**config.mk**
```make
export PLATFORM = sky130hd
export DESIGN_NAME = byte_serial_addsub_ctrl
export DESIGN_NICKNAME = d
export VERILOG_FILES = /design/src/rtl/byte_serial_addsub_ctrl_pkg.sv /design/src/rtl/byte_serial_addsub_ctrl_addsub_slice8.sv /design/src/rtl/byte_serial_addsub_ctrl.sv
export SDC_FILE = /design/constraint.sdc
export NUM_CORES = 1
export LEC_CHECK = 0
export ABC_AREA = 1
export CELL_PAD_IN_SITES_DETAIL_PLACEMENT = 0
export CELL_PAD_IN_SITES_GLOBAL_PLACEMENT = 1
export CORE_MARGIN = 4
export CORE_UTILIZATION = 35
export CTS_BUF_LIST = sky130_fd_sc_hd__clkbuf_8
export CTS_CLUSTER_SIZE = 40
export DETAILED_ROUTE_END_ITERATION = 12
export PLACE_DENSITY = 0.77
export SYNTH_ARGS = -nofsm -noshare
export SYNTH_HDL_FRONTEND = slang
export SYNTH_HIERARCHICAL = 1
export SYNTH_SLANG_ARGS = --single-unit
```
**constraint.sdc**
```tcl
create_clock -name clk -period 3.1 [get_ports clk]
set_clock_uncertainty 0.2 [all_clocks]
set_input_delay 0.775 -clock clk [delete_from_list [all_inputs] [get_ports clk]]
set_output_delay 0.775 -clock clk [all_outputs]
set_load 0.02 [all_outputs]
```
**src/rtl/byte_serial_addsub_ctrl_pkg.sv**
```systemverilog
// rtl/byte_serial_addsub_ctrl_pkg.sv - shared encodings for the byte-serial add/sub controller
package byte_serial_addsub_ctrl_pkg;

    localparam int BYTE_W = 8;

    localparam logic MODE_ADD = 1'b0;
    localparam logic MODE_SUB = 1'b1;

    typedef enum logic [1:0] {
        ST_IDLE = 2'd0,
        ST_RUN  = 2'd1,
        ST_DONE = 2'd2
    } state_e;

endpackage

```
**src/rtl/byte_serial_addsub_ctrl_addsub_slice8.sv**
```systemverilog
// rtl/byte_serial_addsub_ctrl_addsub_slice8.sv - combinational 8-bit add/sub slice with external carry-in
module addsub_slice8
    import byte_serial_addsub_ctrl_pkg::*;
(
    input  logic [BYTE_W-1:0] a,
    input  logic [BYTE_W-1:0] b,
    input  logic              inv,
    input  logic              cin,
    output logic [BYTE_W-1:0] sum,
    output logic              cout,
    output logic              msb_bx
);

    logic [BYTE_W-1:0] bx;
    logic [BYTE_W:0]   total;

    // cin is kept apart from inv: only byte 0 takes cin = mode, later bytes take the stored carry
    assign bx     = inv ? ~b : b;
    assign total  = {1'b0, a} + {1'b0, bx} + {{BYTE_W{1'b0}}, cin};
    assign sum    = total[BYTE_W-1:0];
    assign cout   = total[BYTE_W];
    assign msb_bx = bx[BYTE_W-1];

endmodule

```
**src/rtl/byte_serial_addsub_ctrl.sv**
```systemverilog
// rtl/byte_serial_addsub_ctrl.sv - N-byte add/sub sequencer reusing one 8-bit slice, LSB byte first
module byte_serial_addsub_ctrl
    import byte_serial_addsub_ctrl_pkg::*;
#(
    parameter int NBYTES = 4
) (
    input  logic                   clk,
    input  logic                   rst_n,
    input  logic                   in_valid,
    output logic                   in_ready,
    input  logic                   mode,
    input  logic [BYTE_W*NBYTES-1:0] a,
    input  logic [BYTE_W*NBYTES-1:0] b,
    output logic                   out_valid,
    input  logic                   out_ready,
    output logic [BYTE_W*NBYTES-1:0] s,
    output logic                   cout,
    output logic                   ovf
);

    localparam int W     = BYTE_W * NBYTES;
    localparam int IDX_W = $clog2(NBYTES);

    state_e             state_q, state_d;
    logic [IDX_W-1:0]   idx_q, idx_d;
    logic [W-1:0]       a_q, a_d;
    logic [W-1:0]       b_q, b_d;
    logic [W-1:0]       s_q, s_d;
    logic               mode_q, mode_d;
    logic               carry_q, carry_d;
    logic               cout_q, cout_d;
    logic               ovf_q, ovf_d;

    logic [BYTE_W-1:0]  a_byte, b_byte, slice_sum;
    logic               slice_cout, slice_msb_bx;
    logic               last_byte;

    // Constant-index byte mux keeps the select free of variable part-selects
    always_comb begin
        a_byte = '0;
        b_byte = '0;
        for (int i = 0; i < NBYTES; i++) begin
            if (idx_q == IDX_W'(i)) begin
                a_byte = a_q[i*BYTE_W +: BYTE_W];
                b_byte = b_q[i*BYTE_W +: BYTE_W];
            end
        end
    end

    addsub_slice8 u_slice (
        .a      (a_byte),
        .b      (b_byte),
        .inv    (mode_q),
        .cin    (carry_q),
        .sum    (slice_sum),
        .cout   (slice_cout),
        .msb_bx (slice_msb_bx)
    );

    assign last_byte = (idx_q == IDX_W'(NBYTES - 1));

    always_comb begin
        state_d   = state_q;
        idx_d     = idx_q;
        a_d       = a_q;
        b_d       = b_q;
        s_d       = s_q;
        mode_d    = mode_q;
        carry_d   = carry_q;
        cout_d    = cout_q;
        ovf_d     = ovf_q;
        in_ready  = 1'b0;
        out_valid = 1'b0;

        case (state_q)
            ST_IDLE: begin
                in_ready = 1'b1;
                if (in_valid) begin
                    a_d     = a;
                    b_d     = b;
                    mode_d  = mode;
                    carry_d = mode;
                    idx_d   = '0;
                    s_d     = '0;
                    cout_d  = 1'b0;
                    ovf_d   = 1'b0;
                    state_d = ST_RUN;
                end
            end
            ST_RUN: begin
                for (int i = 0; i < NBYTES; i++) begin
                    if (idx_q == IDX_W'(i)) begin
                        s_d[i*BYTE_W +: BYTE_W] = slice_sum;
                    end
                end
                carry_d = slice_cout;
                if (last_byte) begin
                    // idx parks on the top byte rather than wrapping
                    cout_d  = slice_cout;
                    ovf_d   = (a_byte[BYTE_W-1] == slice_msb_bx) &&
                              (slice_sum[BYTE_W-1] != a_byte[BYTE_W-1]);
                    state_d = ST_DONE;
                end else begin
                    idx_d = idx_q + IDX_W'(1);
                end
            end
            ST_DONE: begin
                out_valid = 1'b1;
                if (out_ready) begin
                    state_d = ST_IDLE;
                end
            end
            default: begin
                state_d = ST_IDLE;
            end
        endcase
    end

    always_ff @(posedge clk or negedge rst_n) begin
        if (!rst_n) begin
            state_q <= ST_IDLE;
            idx_q   <= '0;
            a_q     <= '0;
            b_q     <= '0;
            s_q     <= '0;
            mode_q  <= MODE_ADD;
            carry_q <= 1'b0;
            cout_q  <= 1'b0;
            ovf_q   <= 1'b0;
        end else begin
            state_q <= state_d;
            idx_q   <= idx_d;
            a_q     <= a_d;
            b_q     <= b_d;
            s_q     <= s_d;
            mode_q  <= mode_d;
            carry_q <= carry_d;
            cout_q  <= cout_d;
            ovf_q   <= ovf_d;
        end
    end

    assign s    = s_q;
    assign cout = cout_q;
    assign ovf  = ovf_q;

endmodule

```
* After elaboration in Yosys (flattened, before gate mapping)
Index checks and enable logic that the tools add are counted.
Operators by class: add/sub/neg operators 3, equal/unequal tests 14, multiplexer cells 31, bitwise operators 1, reductions and logical operators 12
Operators by type and width (number):
- $mux 8 | 13
- $pmux 32 s2 | 1
- $mux 32 | 1
- $reduce_and 3->1 | 6
- $ne 2x2->1 const B | 7
- $mux 2 | 5
- $add 8x8->9 | 1
- $add 9x1->9 | 1
- $not 8->8 | 1
- $eq 2x2->1 const B | 3
- $mux 1 | 6
- $pmux 1 s2 | 3
- $pmux 2 s3 | 1
- $eq 2x1->1 const B | 2
- $logic_not 2->1 | 2
- $pmux 2 s2 | 1
- $reduce_and 2->1 | 2
- $add 2x1->2 const B | 1
- $reduce_bool 2->1 | 1
- $eq 1x1->1 | 1
- $logic_and 1x1->1 | 1
- $ne 1x1->1 | 1
Storage, ports and cells: register bits 104, bits of input ports 69, output and inout bits 36, word-level logic and storage cells 73

* Longest topological paths before layout
depth after elaboration 13, mapped depth 23, depth with buffers taken out 22

* Modules after synthesis
The synthesis kept the hierarchy.
By module, submodules not included:
- byte_serial_addsub_ctrl | instances 1, cells an instance 586, area an instance 4788.3 um2, seq. area each 2602.5 um2
- addsub_slice8 | instances 1, cells an instance 79, area an instance 471.7 um2, seq. area each 0.0 um2

* Worst setup path before layout
No wires, ideal clock.
path kind reg-to-reg, from register idx_q[0], to register s_q[22], in the netlist s[22], library setup time 0.083 ns, arrival 2.900 ns, required time 2.817 ns, setup slack -0.083 ns, stages on the path, launching flop included 21, path buffers 2, clock period less this slack 3.183 ns, cells stage by stage dfrtp_1 -> inv_1 -> ha_1 -> buf_2 -> clkbuf_1 -> a21oi_1 -> nand2_1 -> o21ai_0 -> o21ai_0 -> inv_1 -> fa_1 -> fa_1 -> inv_1 -> nand3_1 -> nand3_1 -> nand2_1 -> nand2_1 -> inv_1 -> nor2_2 -> nand2_1 -> o21ai_0
Between the ends: elaborated cells between the ends (all ways) 20
RTL lines:
- from (decl) | RTL line byte_serial_addsub_ctrl.sv:25 | logic [IDX_W-1:0] idx_q, idx_d;
- from (signal assigned) | RTL line byte_serial_addsub_ctrl.sv:132 | idx_q <= idx_d;
- $logic_not 2->1 | RTL line byte_serial_addsub_ctrl.sv:43 | if (idx_q == IDX_W'(i)) begin
- $mux 8 (3 in a row) | RTL line byte_serial_addsub_ctrl.sv:43
- $mux 8 * | RTL line byte_serial_addsub_ctrl.sv:43
- net a_byte[0] | RTL line byte_serial_addsub_ctrl.sv:34 | logic [BYTE_W-1:0] a_byte, b_byte, slice_sum;
- $add 8x8->9 * | RTL line byte_serial_addsub_ctrl_addsub_slice8.sv:19 | assign total = {1'b0, a} + {1'b0, bx} + {{BYTE_W{1'b0}}, cin};
- $add 9x1->9 * | RTL line byte_serial_addsub_ctrl_addsub_slice8.sv:19
- net slice_sum[6] | RTL line byte_serial_addsub_ctrl.sv:34
- $mux 8 * | RTL line byte_serial_addsub_ctrl.sv:92 | if (idx_q == IDX_W'(i)) begin
- $pmux 32 s2 * | RTL line byte_serial_addsub_ctrl.sv:75 | case (state_q)
- to (signal assigned) | RTL line byte_serial_addsub_ctrl.sv:125 | s_q <= '0;
- to (signal assigned) | RTL line byte_serial_addsub_ctrl.sv:135 | s_q <= s_d;
- to (decl) | RTL line byte_serial_addsub_ctrl.sv:28 | logic [W-1:0] s_q, s_d;
Mark *: on every way through the listed nets, which the timed path passes. The rest lies on a longest branch. The select of a mux whose other input is x is not followed. A chain may end at the register's enable or synchronous reset.

* Final worst setup path
from register idx_q[1], to register ovf_q, in the netlist ovf
Between the ends: elaborated cells between the ends (all ways) 23
RTL lines:
- $logic_not 2->1 | RTL line byte_serial_addsub_ctrl.sv:43
- $mux 8 (3 in a row) | RTL line byte_serial_addsub_ctrl.sv:43
- $mux 8 * | RTL line byte_serial_addsub_ctrl.sv:43
- net a_byte[3] | RTL line byte_serial_addsub_ctrl.sv:34
- $add 8x8->9 * | RTL line byte_serial_addsub_ctrl_addsub_slice8.sv:19
- $add 9x1->9 * | RTL line byte_serial_addsub_ctrl_addsub_slice8.sv:19
- net slice_sum[7] | RTL line byte_serial_addsub_ctrl.sv:34
- $ne 1x1->1 * | RTL line byte_serial_addsub_ctrl.sv:101 | (slice_sum[BYTE_W-1] != a_byte[BYTE_W-1]);
- $logic_and 1x1->1 * | RTL line byte_serial_addsub_ctrl.sv:100 | ovf_d = (a_byte[BYTE_W-1] == slice_msb_bx) &&
- $mux 1 * | RTL line byte_serial_addsub_ctrl.sv:97 | if (last_byte) begin
- $pmux 1 s2 * | RTL line byte_serial_addsub_ctrl.sv:75
- to (signal assigned) | RTL line byte_serial_addsub_ctrl.sv:139 | ovf_q <= ovf_d;
- to (decl) | RTL line byte_serial_addsub_ctrl.sv:32 | logic ovf_q, ovf_d;
Marked as above.

==> results.py <==
metrics = {
    "status": {
        "violations": "setup timing",
        "status": "finished with violations",
    },
    "min_path": {
        "min_path_type": "in -> async",
    },
    "global_route": {
        "groute.usage.overall": 0.166,
        "gr-usage-met3": 0.0321,
        "met2_usage": 0.267,
        "grt_max_degree": 71,
        "grt.busiest_layer": "met2",
        "met1_usage": 0.225,
        "antenna_found_initial": 0,
        "grt_pass1_wl_um": 22000,
        "grt_pass1_vias": 4390,
        "grt_overflow": 0,
    },
    "timing": {
        "finalSetupViolations": 1,
        "fin_tns_setup_ps": -34.8,
        "timing.final.crit_share": 1.01,
        "final_hold_viol_count": 0,
        "clock.fmax_ghz": 0.319,
        "holdWs_ps": 139,
        "relSlewSlack": 0.696,
        "timing.final.crit_period_ps": 3130,
        "finalWorstSetupSlack_ps": -34.8,
        "maxSlewViolCount": 0,
        "worst_slew_pin_slew_ps": 456,
        "rsz0062_at_grt": "yes",
    },
    "clock_network": {
        "cts_made_buffers": 9,
        "cts_sinks": 104,
        "h-tree-depth": 3,
        "cts_root_buf": "clkbuf_8",
        "cts.path.max_buffers": 2,
        "clock_latency_ps": 370,
        "path_clk_slew_ps": 100,
        "cts_tree": "built",
    },
    "floorplan": {
        "die_area_um2": 17100,
        "die_y_um": 131,
        "die_x_um": 131,
        "start_util": 0.359,
        "rows": 44,
        "coreArea_um2": 14600,
        "ios": 105,
    },
    "drt": {
        "routed-via-count": 4483,
        "antenna_left": 0,
        "drt-wirelength-per-cell_um": 14.0,
        "drt_iter0_drc": 200,
        "drc": 0,
        "first_pass_iters": 4,
        "routed_wl_um": 13700,
        "via_per_inst": 4.58,
    },
    "worst_setup_path": {
        "critical_path.startpoint_type": "flip-flop",
        "crit_top_cell": "nand2_1",
        "worstPathRequired_ps": 3220,
        "path_delay_family": "simple AND/OR/NAND/NOR gates",
        "arrival_ps": 3250,
        "critPathMaxFanout": 8,
        "cp_cell_sequence": "buf_4 -> ha_2 -> buf_4 -> buf_4 -> a21oi_1 -> nand2_1 -> o21ai_1 -> o21ai_1 -> ha_1 -> nand2_2 -> nor2_2 -> nand3_2 -> nand2_1 -> nand2_1 -> nand2_1 -> inv_2 -> or2_2 -> nand2_1 -> nand3_1 -> nand2_1",
        "critPathSlowestCell": "dfrtp_1",
        "cpPeakStageDelay_ps": 410,
        "cp-end-kind": "flip-flop",
        "critical_path_class": "reg -> reg",
        "crit_buf_inv": 4,
    },
    "layout": {
        "nets": 874,
        "synthToLayoutAreaGrowth_pct": 35.5,
        "num_antenna_cells": 0,
        "drive_gt1_frac": 0.164,
    },
    "logic_synthesis": {
        "syn_nets": 747,
        "synth.avg_cell_area_um2": 7.91,
        "synth-adder-area-share": 0.0338,
        "synth_cells": 665,
        "synth.cell_area_um2": 5260,
        "synthDistinctLibCells": 33,
        "synth-simple-area-share": 0.270,
        "synth-xor-area-share": 0.0183,
        "synth_top_family_by_area": "simple AND/OR/NAND/NOR gates",
        "synth_compound_area_frac": 0.0897,
        "synth_warnings": 6,
        "synth-seq-area-share": 0.495,
        "muxShareOfSynthArea": 0,
        "synth-seq-cells": 104,
    },
    "placement": {
        "place.gp.congestion": 0.803,
        "hpwlAfterDp_um": 10300,
        "io_buffer_count": 104,
    },
    "job": {
        "cap_violations": 0,
    },
}
==> repair_timing <==
action | CTS | global route
buffers inserted | 2 | 3
endpoints found under the setup margin | 31 | 29
cloned | 0 | 0
hold buffers | 0 | 0
pin swaps | 7 | 19
gates resized for setup | 35 | 57
==> state kept, by name (all words and copies together) (netlist names) <==
signal / flops
a_q: 32
b_q: 32
s: 32
idx_q: 2
state_q: 2
carry_q: 1
cout: 1
mode_q: 1
ovf: 1
==> path summary, 6_finish.rpt <==
check	start	end	slack, ps	depth (start not counted)
min in group clk	a_q[20]$_DFFE_PN0P_	a_q[20]$_DFFE_PN0P_	270	2
setup reg to reg	idx_q[1]$_DFFE_PN0P_	ovf$_DFFE_PN0P_	-30	20
max in group asynchronous	rst_n	a_q[26]$_DFFE_PN0P_	1820	2
hold reg to reg	a_q[20]$_DFFE_PN0P_	a_q[20]$_DFFE_PN0P_	270	2
hold / removal	rst_n	s[0]$_DFFE_PN0P_	140	1
setup / recovery	idx_q[1]$_DFFE_PN0P_	ovf$_DFFE_PN0P_	-30	20
==> cell type report <==
class / count / area (um2)
Fill cell: 1459 / 7520
Sequential cell: 104 / 2600
Multi-Input combinational cell: 464 / 2380
Timing Repair Buffer: 146 / 1410
Inverter: 67 / 264
Tap cell: 184 / 230
Clock buffer: 11 / 151
Clock inverter: 3 / 90.1
==> per-stage QoR <==
| stage | utilization | cells | setup slack (ps) | instance area (um2) |
|---|---|---|---|---|
| 2_1_floorplan | - | 665 | 15.9 | 5270 |
| 3_3_place_gp | 0.453 | 961 | -170 | 6640 |
| 3_5_place_dp | 0.453 | 961 | -277 | 6640 |
| 4_1_cts | 0.476 | 977 | -13.1 | 6970 |
| 5_1_grt | 0.487 | 979 | -230 | 7130 |
| 6_report | 0.487 | 979 | -34.8 | 7130 |
==> cell usage in the layout (no fill, tap or decap), types with 2 or more instances in the layout <==
cell / n
clkbuf_8: 11
o21ai_4: 4
a21oi_2: 7
nand2_2: 13
clkdlybuf4s50_1: 103
o21ai_0: 22
bufinv_16: 3
ha_4: 2
o21ai_1: 33
a21oi_4: 2
nand2_1: 313
buf_4: 37
nand3_2: 3
inv_1: 50
inv_4: 2
buf_6: 2
nand3_1: 7
dfrtp_1: 104
xnor2_1: 3
xor2_1: 6
a21oi_1: 11
o21ai_2: 4
fa_2: 2
inv_2: 14
nor2_1: 2
nor2_4: 9
nor2_2: 2
ha_1: 8
buf_12: 4
nand2_4: 2
==> synthesized netlist by cell type, drive strengths merged <==
library cell    n  area (um2)
nand2         328        1240
o21ai          63         364
nand3          10        50.1
xor2            6        52.6
o31ai           1        7.51
fa              2        40.0
xnor2           5        43.8
clkbuf          6        23.8
nor2           14         101
inv            67         262
or2             2        12.5
dfrtp         104        2600
a21oi          20         100
buf            24         205
nand4           1        6.26
ha             11         138
nand3b          1        7.51
==> cells by family (layout without fill, tap and decap cells) <==
group	count (synthesis)	count (layout)
simple gates	356	356
flops	104	104
buf+inv	97	227
compound gates	84	84
fa+ha+maj	13	13
xor+xnor	11	11
==> per-layer routing <==
metal	wire, um	part of all wire
met4	262	0.019
met3	709	0.052
met2	6440	0.47
met1	6300	0.46
met5	0	0
==> worst register-to-register path: stages (launching register included) <==
cell,delay [ps]
dfrtp_1,410
buf_4,150
ha_2,200
buf_4,180
buf_4,150
a21oi_1,130
nand2_1,60
o21ai_1,150
o21ai_1,100
ha_1,380
nand2_2,90
nor2_2,120
nand3_2,90
nand2_1,60
nand2_1,50
nand2_1,80
inv_2,60
or2_2,260
nand2_1,60
nand3_1,60
nand2_1,50
Power is left out: the tool's default activity adds up to more than one toggle a clock period on the data nets, which glitch-free logic cannot reach.
